$ cat src/rtl/traffic_lights_pkg.sv
// Shared types and constants for the traffic_lights command sequencer.
package traffic_lights_pkg;

  // Command encoding understood by traffic_lights cmd_type_i.
  typedef enum logic [2:0] {
    CmdOn        = 3'd0,
    CmdOff       = 3'd1,
    CmdBlink     = 3'd2,
    CmdSetGreen  = 3'd3,
    CmdSetRed    = 3'd4,
    CmdSetYellow = 3'd5
  } cmd_t;

  // MAINT_EXIT replays the APPLY sequence, so it needs no encoding of its own.
  typedef enum logic {
    SeqApply      = 1'b0,
    SeqMaintEnter = 1'b1
  } seq_t;

  typedef enum logic [1:0] {
    StIdle,
    StIssue,
    StGap,
    StDone
  } state_t;

  localparam logic [1:0] CFG_SEL_GREEN  = 2'd0;
  localparam logic [1:0] CFG_SEL_RED    = 2'd1;
  localparam logic [1:0] CFG_SEL_YELLOW = 2'd2;

  // Index of the final step (ON) of an APPLY sequence.
  localparam logic [2:0] LAST_APPLY_STEP = 3'd4;

  // The target treats a zero duration as invalid, so never hand it one.
  function automatic logic [15:0] clamp_nz(input logic [15:0] v);
    return (v == 16'd0) ? 16'd1 : v;
  endfunction

endpackage

$ cat src/rtl/traffic_lights_cfg_regs.sv
// Host-writable timing registers plus a shadow copy frozen at sequence start.
module traffic_lights_cfg_regs
  import traffic_lights_pkg::*;
#(
  parameter logic [15:0] GREEN_DEF  = 16'd10,
  parameter logic [15:0] RED_DEF    = 16'd10,
  parameter logic [15:0] YELLOW_DEF = 16'd3
) (
  input  logic        clk_i,
  input  logic        rst_i,
  input  logic        we_i,
  input  logic [1:0]  sel_i,
  input  logic [15:0] data_i,
  input  logic        snap_i,
  output logic [15:0] green_o,
  output logic [15:0] red_o,
  output logic [15:0] yellow_o
);

  logic [15:0] green_q, red_q, yellow_q;
  logic [15:0] green_d, red_d, yellow_d;
  logic [15:0] green_sh_q, red_sh_q, yellow_sh_q;

  // Decode a host write into the working registers; select 3 is ignored.
  always_comb begin
    green_d  = green_q;
    red_d    = red_q;
    yellow_d = yellow_q;
    if (we_i) begin
      case (sel_i)
        CFG_SEL_GREEN:  green_d  = clamp_nz(data_i);
        CFG_SEL_RED:    red_d    = clamp_nz(data_i);
        CFG_SEL_YELLOW: yellow_d = clamp_nz(data_i);
        default: ;
      endcase
    end
  end

  // Working registers.
  always_ff @(posedge clk_i or posedge rst_i) begin
    if (rst_i) begin
      green_q  <= GREEN_DEF;
      red_q    <= RED_DEF;
      yellow_q <= YELLOW_DEF;
    end else begin
      green_q  <= green_d;
      red_q    <= red_d;
      yellow_q <= yellow_d;
    end
  end

  // Shadow snapshot: takes the pre-write working values at sequence start.
  always_ff @(posedge clk_i or posedge rst_i) begin
    if (rst_i) begin
      green_sh_q  <= GREEN_DEF;
      red_sh_q    <= RED_DEF;
      yellow_sh_q <= YELLOW_DEF;
    end else if (snap_i) begin
      green_sh_q  <= green_q;
      red_sh_q    <= red_q;
      yellow_sh_q <= yellow_q;
    end
  end

  assign green_o  = green_sh_q;
  assign red_o    = red_sh_q;
  assign yellow_o = yellow_sh_q;

endmodule

$ cat src/rtl/traffic_lights_cmd_seq.sv
// Command sequencer driving one traffic_lights instance over cmd_type/valid/data.
module traffic_lights_cmd_seq
  import traffic_lights_pkg::*;
#(
  parameter int unsigned GAP_CYCLES = 2,
  parameter logic [15:0] GREEN_DEF  = 16'd10,
  parameter logic [15:0] RED_DEF    = 16'd10,
  parameter logic [15:0] YELLOW_DEF = 16'd3,
  parameter bit          AUTO_APPLY = 1'b1
) (
  input  logic        clk_i,
  input  logic        rst_i,
  input  logic        cfg_we_i,
  input  logic [1:0]  cfg_sel_i,
  input  logic [15:0] cfg_data_i,
  input  logic        apply_i,
  input  logic        maint_i,
  output logic [2:0]  cmd_type_o,
  output logic        cmd_valid_o,
  output logic [15:0] cmd_data_o,
  output logic        busy_o,
  output logic        maint_active_o,
  output logic        done_o
);

  localparam int unsigned GapW = (GAP_CYCLES > 1) ? $clog2(GAP_CYCLES) : 1;
  localparam logic [GapW-1:0] GapLast = GapW'((GAP_CYCLES > 0) ? GAP_CYCLES - 1 : 0);

  state_t          state_q;
  seq_t            seq_q;
  logic [2:0]      step_q;
  logic [GapW-1:0] gap_q;
  cmd_t            cmd_type_q;
  logic            cmd_valid_q;
  logic [15:0]     cmd_data_q;
  logic            busy_q, done_q, maint_active_q;
  logic            pending_q, pending_d, boot_q;

  logic            maint_req, start, pend_clr, advance;
  seq_t            start_seq;
  logic [2:0]      last_step, nxt_step;
  logic [15:0]     sh_green, sh_red, sh_yellow;

  traffic_lights_cfg_regs #(
    .GREEN_DEF  (GREEN_DEF),
    .RED_DEF    (RED_DEF),
    .YELLOW_DEF (YELLOW_DEF)
  ) u_cfg_regs (
    .clk_i    (clk_i),
    .rst_i    (rst_i),
    .we_i     (cfg_we_i),
    .sel_i    (cfg_sel_i),
    .data_i   (cfg_data_i),
    .snap_i   (start),
    .green_o  (sh_green),
    .red_o    (sh_red),
    .yellow_o (sh_yellow)
  );

  // Step ROM for the APPLY sequence: BLINK, SET_GREEN, SET_RED, SET_YELLOW, ON.
  function automatic cmd_t step_cmd(input logic [2:0] s);
    case (s)
      3'd0:    return CmdBlink;
      3'd1:    return CmdSetGreen;
      3'd2:    return CmdSetRed;
      3'd3:    return CmdSetYellow;
      default: return CmdOn;
    endcase
  endfunction

  function automatic logic [15:0] step_data(input logic [2:0] s, input logic [15:0] g,
                                            input logic [15:0] r, input logic [15:0] y);
    case (s)
      3'd1:    return g;
      3'd2:    return r;
      3'd3:    return y;
      default: return 16'd0;
    endcase
  endfunction

  // Request arbitration (only acted on in IDLE) and step bookkeeping.
  always_comb begin
    maint_req = (maint_i != maint_active_q);
    start     = (state_q == StIdle) && (maint_req || (pending_q && !maint_active_q));
    start_seq = (maint_req && maint_i) ? SeqMaintEnter : SeqApply;
    pend_clr  = start && (start_seq == SeqApply);
    last_step = (seq_q == SeqMaintEnter) ? 3'd0 : LAST_APPLY_STEP;
    nxt_step  = step_q + 3'd1;
    advance   = ((state_q == StIssue) && (GAP_CYCLES == 0)) ||
                ((state_q == StGap) && (gap_q == '0));
    // A request arriving in the start cycle is a fresh one and survives the clear.
    pending_d = (pending_q && !pend_clr) || apply_i || boot_q;
  end

  // Pending APPLY flag; boot_q injects the automatic post-reset request.
  always_ff @(posedge clk_i or posedge rst_i) begin
    if (rst_i) begin
      pending_q <= 1'b0;
      boot_q    <= AUTO_APPLY;
    end else begin
      pending_q <= pending_d;
      boot_q    <= 1'b0;
    end
  end

  // Sequencer FSM with registered command, busy, done and maint outputs.
  always_ff @(posedge clk_i or posedge rst_i) begin
    if (rst_i) begin
      state_q        <= StIdle;
      seq_q          <= SeqApply;
      step_q         <= 3'd0;
      gap_q          <= '0;
      cmd_valid_q    <= 1'b0;
      cmd_type_q     <= CmdOn;
      cmd_data_q     <= 16'd0;
      busy_q         <= 1'b0;
      done_q         <= 1'b0;
      maint_active_q <= 1'b0;
    end else begin
      cmd_valid_q <= 1'b0;
      cmd_type_q  <= CmdOn;
      cmd_data_q  <= 16'd0;
      done_q      <= 1'b0;
      unique case (state_q)
        StIdle: begin
          if (start) begin
            // Both sequences open with BLINK, which carries no data.
            state_q     <= StIssue;
            seq_q       <= start_seq;
            step_q      <= 3'd0;
            busy_q      <= 1'b1;
            cmd_valid_q <= 1'b1;
            cmd_type_q  <= CmdBlink;
          end
        end
        StIssue: begin
          if (GAP_CYCLES != 0) begin
            state_q <= StGap;
            gap_q   <= GapLast;
          end
        end
        StGap: begin
          if (gap_q != '0) gap_q <= gap_q - GapW'(1);
        end
        StDone: state_q <= StIdle;
      endcase
      if (advance) begin
        if (step_q == last_step) begin
          state_q        <= StDone;
          busy_q         <= 1'b0;
          done_q         <= 1'b1;
          maint_active_q <= (seq_q == SeqMaintEnter);
        end else begin
          state_q     <= StIssue;
          step_q      <= nxt_step;
          cmd_valid_q <= 1'b1;
          cmd_type_q  <= step_cmd(nxt_step);
          cmd_data_q  <= step_data(nxt_step, sh_green, sh_red, sh_yellow);
        end
      end
    end
  end

  assign cmd_type_o     = cmd_type_q;
  assign cmd_valid_o    = cmd_valid_q;
  assign cmd_data_o     = cmd_data_q;
  assign busy_o         = busy_q;
  assign done_o         = done_q;
  assign maint_active_o = maint_active_q;

endmodule

$ cat config.mk
export PLATFORM = sky130hd
export DESIGN_NAME = traffic_lights_cmd_seq
export DESIGN_NICKNAME = d
export VERILOG_FILES = /design/src/rtl/traffic_lights_pkg.sv /design/src/rtl/traffic_lights_cfg_regs.sv /design/src/rtl/traffic_lights_cmd_seq.sv
export SDC_FILE = /design/constraint.sdc
export NUM_CORES = 1
export LEC_CHECK = 0
export ABC_AREA = 1
export CAP_MARGIN = 20
export CORE_UTILIZATION = 45
export CTS_CLUSTER_DIAMETER = 120
export DETAILED_ROUTE_END_ITERATION = 6
export SYNTH_ARGS = -nofsm -noshare
export SYNTH_HDL_FRONTEND = slang
export SYNTH_SLANG_ARGS = --single-unit
$ cat constraint.sdc
create_clock -name clk_i -period 7.85 [get_ports clk_i]
set_clock_uncertainty 0.2 [all_clocks]
set_input_delay 1.57 -clock clk_i [delete_from_list [all_inputs] [get_ports clk_i]]
set_output_delay 1.57 -clock clk_i [all_outputs]
set_load 0.01 [all_outputs]
==> out/results.tsv <==
stage	metric	value	unit
setup_path	critPathRequiredTime	7.95	ns
setup_path	crit_slowest_cell	nand2_2	
synth	synth.most_common_cell	nand2_1	
setup_path	crit_arrival	3.61	ns
clock_network	post_cts_resize_count	0	
global_routing	antenna_found_initial	0	
drt	drtIter0Drc	242	
sta	max-slew-margin-rel	0.320	
global_routing	grt_pass1_vias	3808	
clock_network	clk_path_buf_depth	2	
global_routing	busiest_layer	met2	
setup_path	rr_startpoint	step_q[1]	
worst_hold_path	hold_class	flip-flop to flip-flop	
drt	via_per_inst	4.89	
final_layout	nets	684	
power	p_per_area	352	nW/µm²
drt	vias	3936	
clock_network	cts_made_buffers	17	
place	hpwlAfterDp	6870	µm
synth	ys_ff_latch	128	
drt	final_antenna_net_count	0	
floorplan	chipHeight	111	µm
sta	period_needed	3.51	ns
synth	synth_edf_count	0	
synth	ys_seq_area_frac	0.603	
worst_hold_path	min_from	u_cfg_regs.green_q[3]	
floorplan	die-area	12300	µm²
setup_path	critPathMaxFanout	55	
setup_path	critical_path.cell_chain	clkdlybuf4s50_1, ha_1, nand2_2, nand2_2, nand2_1, o21ai_0, inv_1	
place	port_buffers	45	
sta	period_share	0.448	
global_routing	grt_pass1_wl	18700	µm
clock_network	path_clk_slew	0.05	ns
sta	setup_violations	0	
synth	synthTopCellsByArea	dfrtp_1 (54%), nand2_1 (19%), dfstp_2 (6.4%)	
clock_network	hold_buffers	0	
synth	synthesis.area	5340	µm²
global_routing	grt_max_degree	75	
synth	syn_area_per_cell	8.79	µm²
sta	worstMarginPinSlew	1.02	ns
global_routing	grtUsageMet3	0.0536	
clock_network	htreeDepth	4	
setup_path	crit_top_cell	nand2_2	
synth	yosys-top-cells-count	nand2_1 (276), dfrtp_1 (115), o21ai_0 (52)	
outcome	status	finished, final reports clean	
synth	synth_cell_types	24	
final_layout	fill_cells	1041	
drt	drtPass1Iterations	5	
floorplan	design.core.area	11500	µm²
synth	yosys.area.top_type	dfrtp_1	
global_routing	overflow	0	
floorplan	num_io_pins	46	
synth	synthArstFlopShare	1.00	
drt	drt-total-wl	10900	µm
final_layout	area_growth_syn_to_layout	20.4	%
final_layout	post-route-util	0.560	
flow_run	drv_cap	0	
sta	fmax	0.285	GHz
floorplan	die_w	111	µm
setup_path	endpoint_kind	flip-flop	
clock_network	clock_latency	0.41	ns
global_routing	use_met1	0.273	
power	ir_worst_vdd	0.178	mV
setup_path	worstSetupPathType	input pin to flip-flop	
clock_network	cts_root_buffer	clkbuf_16	
power	total_power	2260	µW
global_routing	grtUsageMet2	0.296	
drt	wire_per_inst	13.6	µm
synth	syn-instance-count	607	
setup_path	critPathMaxStageDelay	0.75	ns
synth	synthFlopType	dfrtp_1	
power	p_leak	0.00324	µW
synth	synthesis.nets	641	
clock_network	tritoncts	yes	
clock_network	cts_sinks	128	
place	gp_congestion	0.748	
sta	finalSetupTns	0	ns
setup_path	crit_start	maint_i	
synth	yosysWarnings	0	
sta	hold_violations	0	
synth	yosysTopAreaCellShare	0.539	
final_layout	multi_input_area	1810	µm²
sta	maxSlewViolCount	0	
final_layout	diodes	0	
sta	holdWs	0.262	ns
final_layout	drive_gt1_frac	0.0846	
sta	rsz0062_at_grt	false	
floorplan	rows	39	
drt	drc_errors	0	
setup_path	critPathLaunchType	input pin	
clock_network	post-cts-setup-buffers	0	
global_routing	grt.total_usage	0.196	
final_layout	seq_area	3220	µm²
floorplan	initial_core_util	0.465	
## state kept, by name, indices dropped and copies added, names as in the netlist, 2 cells and up
register and cells:
u_cfg_regs.green_o 16, u_cfg_regs.yellow_q 16, u_cfg_regs.red_q 16, u_cfg_regs.green_q 16
state_q 2, u_cfg_regs.yellow_o 16, step_q 3, cmd_type_o 3
u_cfg_regs.red_o 16, cmd_data_o 16
## final cells by class
cell class                      count  share of cell area
Tap cell                          143              0.0278
Sequential cell                   128               0.501
Clock buffer                       24              0.0734
Multi-Input combinational cell    416               0.282
Clock inverter                      7              0.0132
Inverter                           37              0.0220
Timing Repair Buffer               50              0.0802
## report_power, final
| part | total, µW | internal [µW] | leakage [µW] | switching [µW] |
|---|---|---|---|---|
| clock network | 741 | 479 | 0.000278 | 262 |
| logic | 585 | 197 | 0.00136 | 388 |
| registers | 932 | 844 | 0.00161 | 88.7 |
## placed cells by master (no fill, tap or decap)
cell type,count
buf_8,1
nand2_1,276
clkdlybuf4s50_1,45
clkbuf_1,5
nand3_1,28
dfstp_2,13
nor2_1,33
or2_2,2
ha_1,11
a21oi_2,1
nor2_2,2
bufinv_16,2
clkinv_2,5
nand2_2,2
inv_1,35
nor2_4,3
inv_4,1
o211ai_1,1
clkbuf_8,2
o22ai_1,1
dfrtp_1,115
clkbuf_16,17
conb_1,1
nand4_1,1
inv_2,1
buf_16,1
o21ai_0,52
a21oi_1,1
buf_4,3
or2_0,1
## cells by family after synthesis
family	share of synthesized area
adders and majority gates	0.0258
buffers and inverters	0.0568
AOI/OAI and AO/OA	0.0539
other	0.000703
and+or+nand+nor	0.259
DFF	0.603
## per-stage QoR
step	cells	instance area (µm²)	worst slack, ns
final	805	6420	4.34
after global routing	805	6420	4.16
after CTS	803	6380	4.32
after detailed placement	772	5830	3.88
after global placement	772	5830	3.97
after floorplan	607	5340	2.69
## per-layer routing
metal	routed length [µm]	share of wire	vias up
met3	477	0.044	10
met4	114	0.010	0
met5	0	0	-
met1	5420	0.50	1871
met2	4900	0.45	90
li1	-	-	1965
## final timing paths
path / end / slack (ns) / cells after the start
max: cmd_type_o[1] / 4.34 / 7
min: u_cfg_regs.green_o[3] / 0.26 / 2
max reg2reg: cmd_type_o[1] / 5.40 / 7
min reg2reg: u_cfg_regs.green_o[3] / 0.26 / 2
max in group asynchronous: u_cfg_regs.green_q[0] / 4.66 / 3
min in group asynchronous: u_cfg_regs.red_q[2] / 1.42 / 2
## critical path: cells and delay by family
| kind | cells | cell delay, ns |
|---|---|---|
| simple gates | 3 | 1.08 |
| fa+ha+maj | 1 | 0.33 |
| buf+inv | 2 | 0.48 |
| compound gates | 1 | 0.13 |
Power figures use the tool's default switching activity.
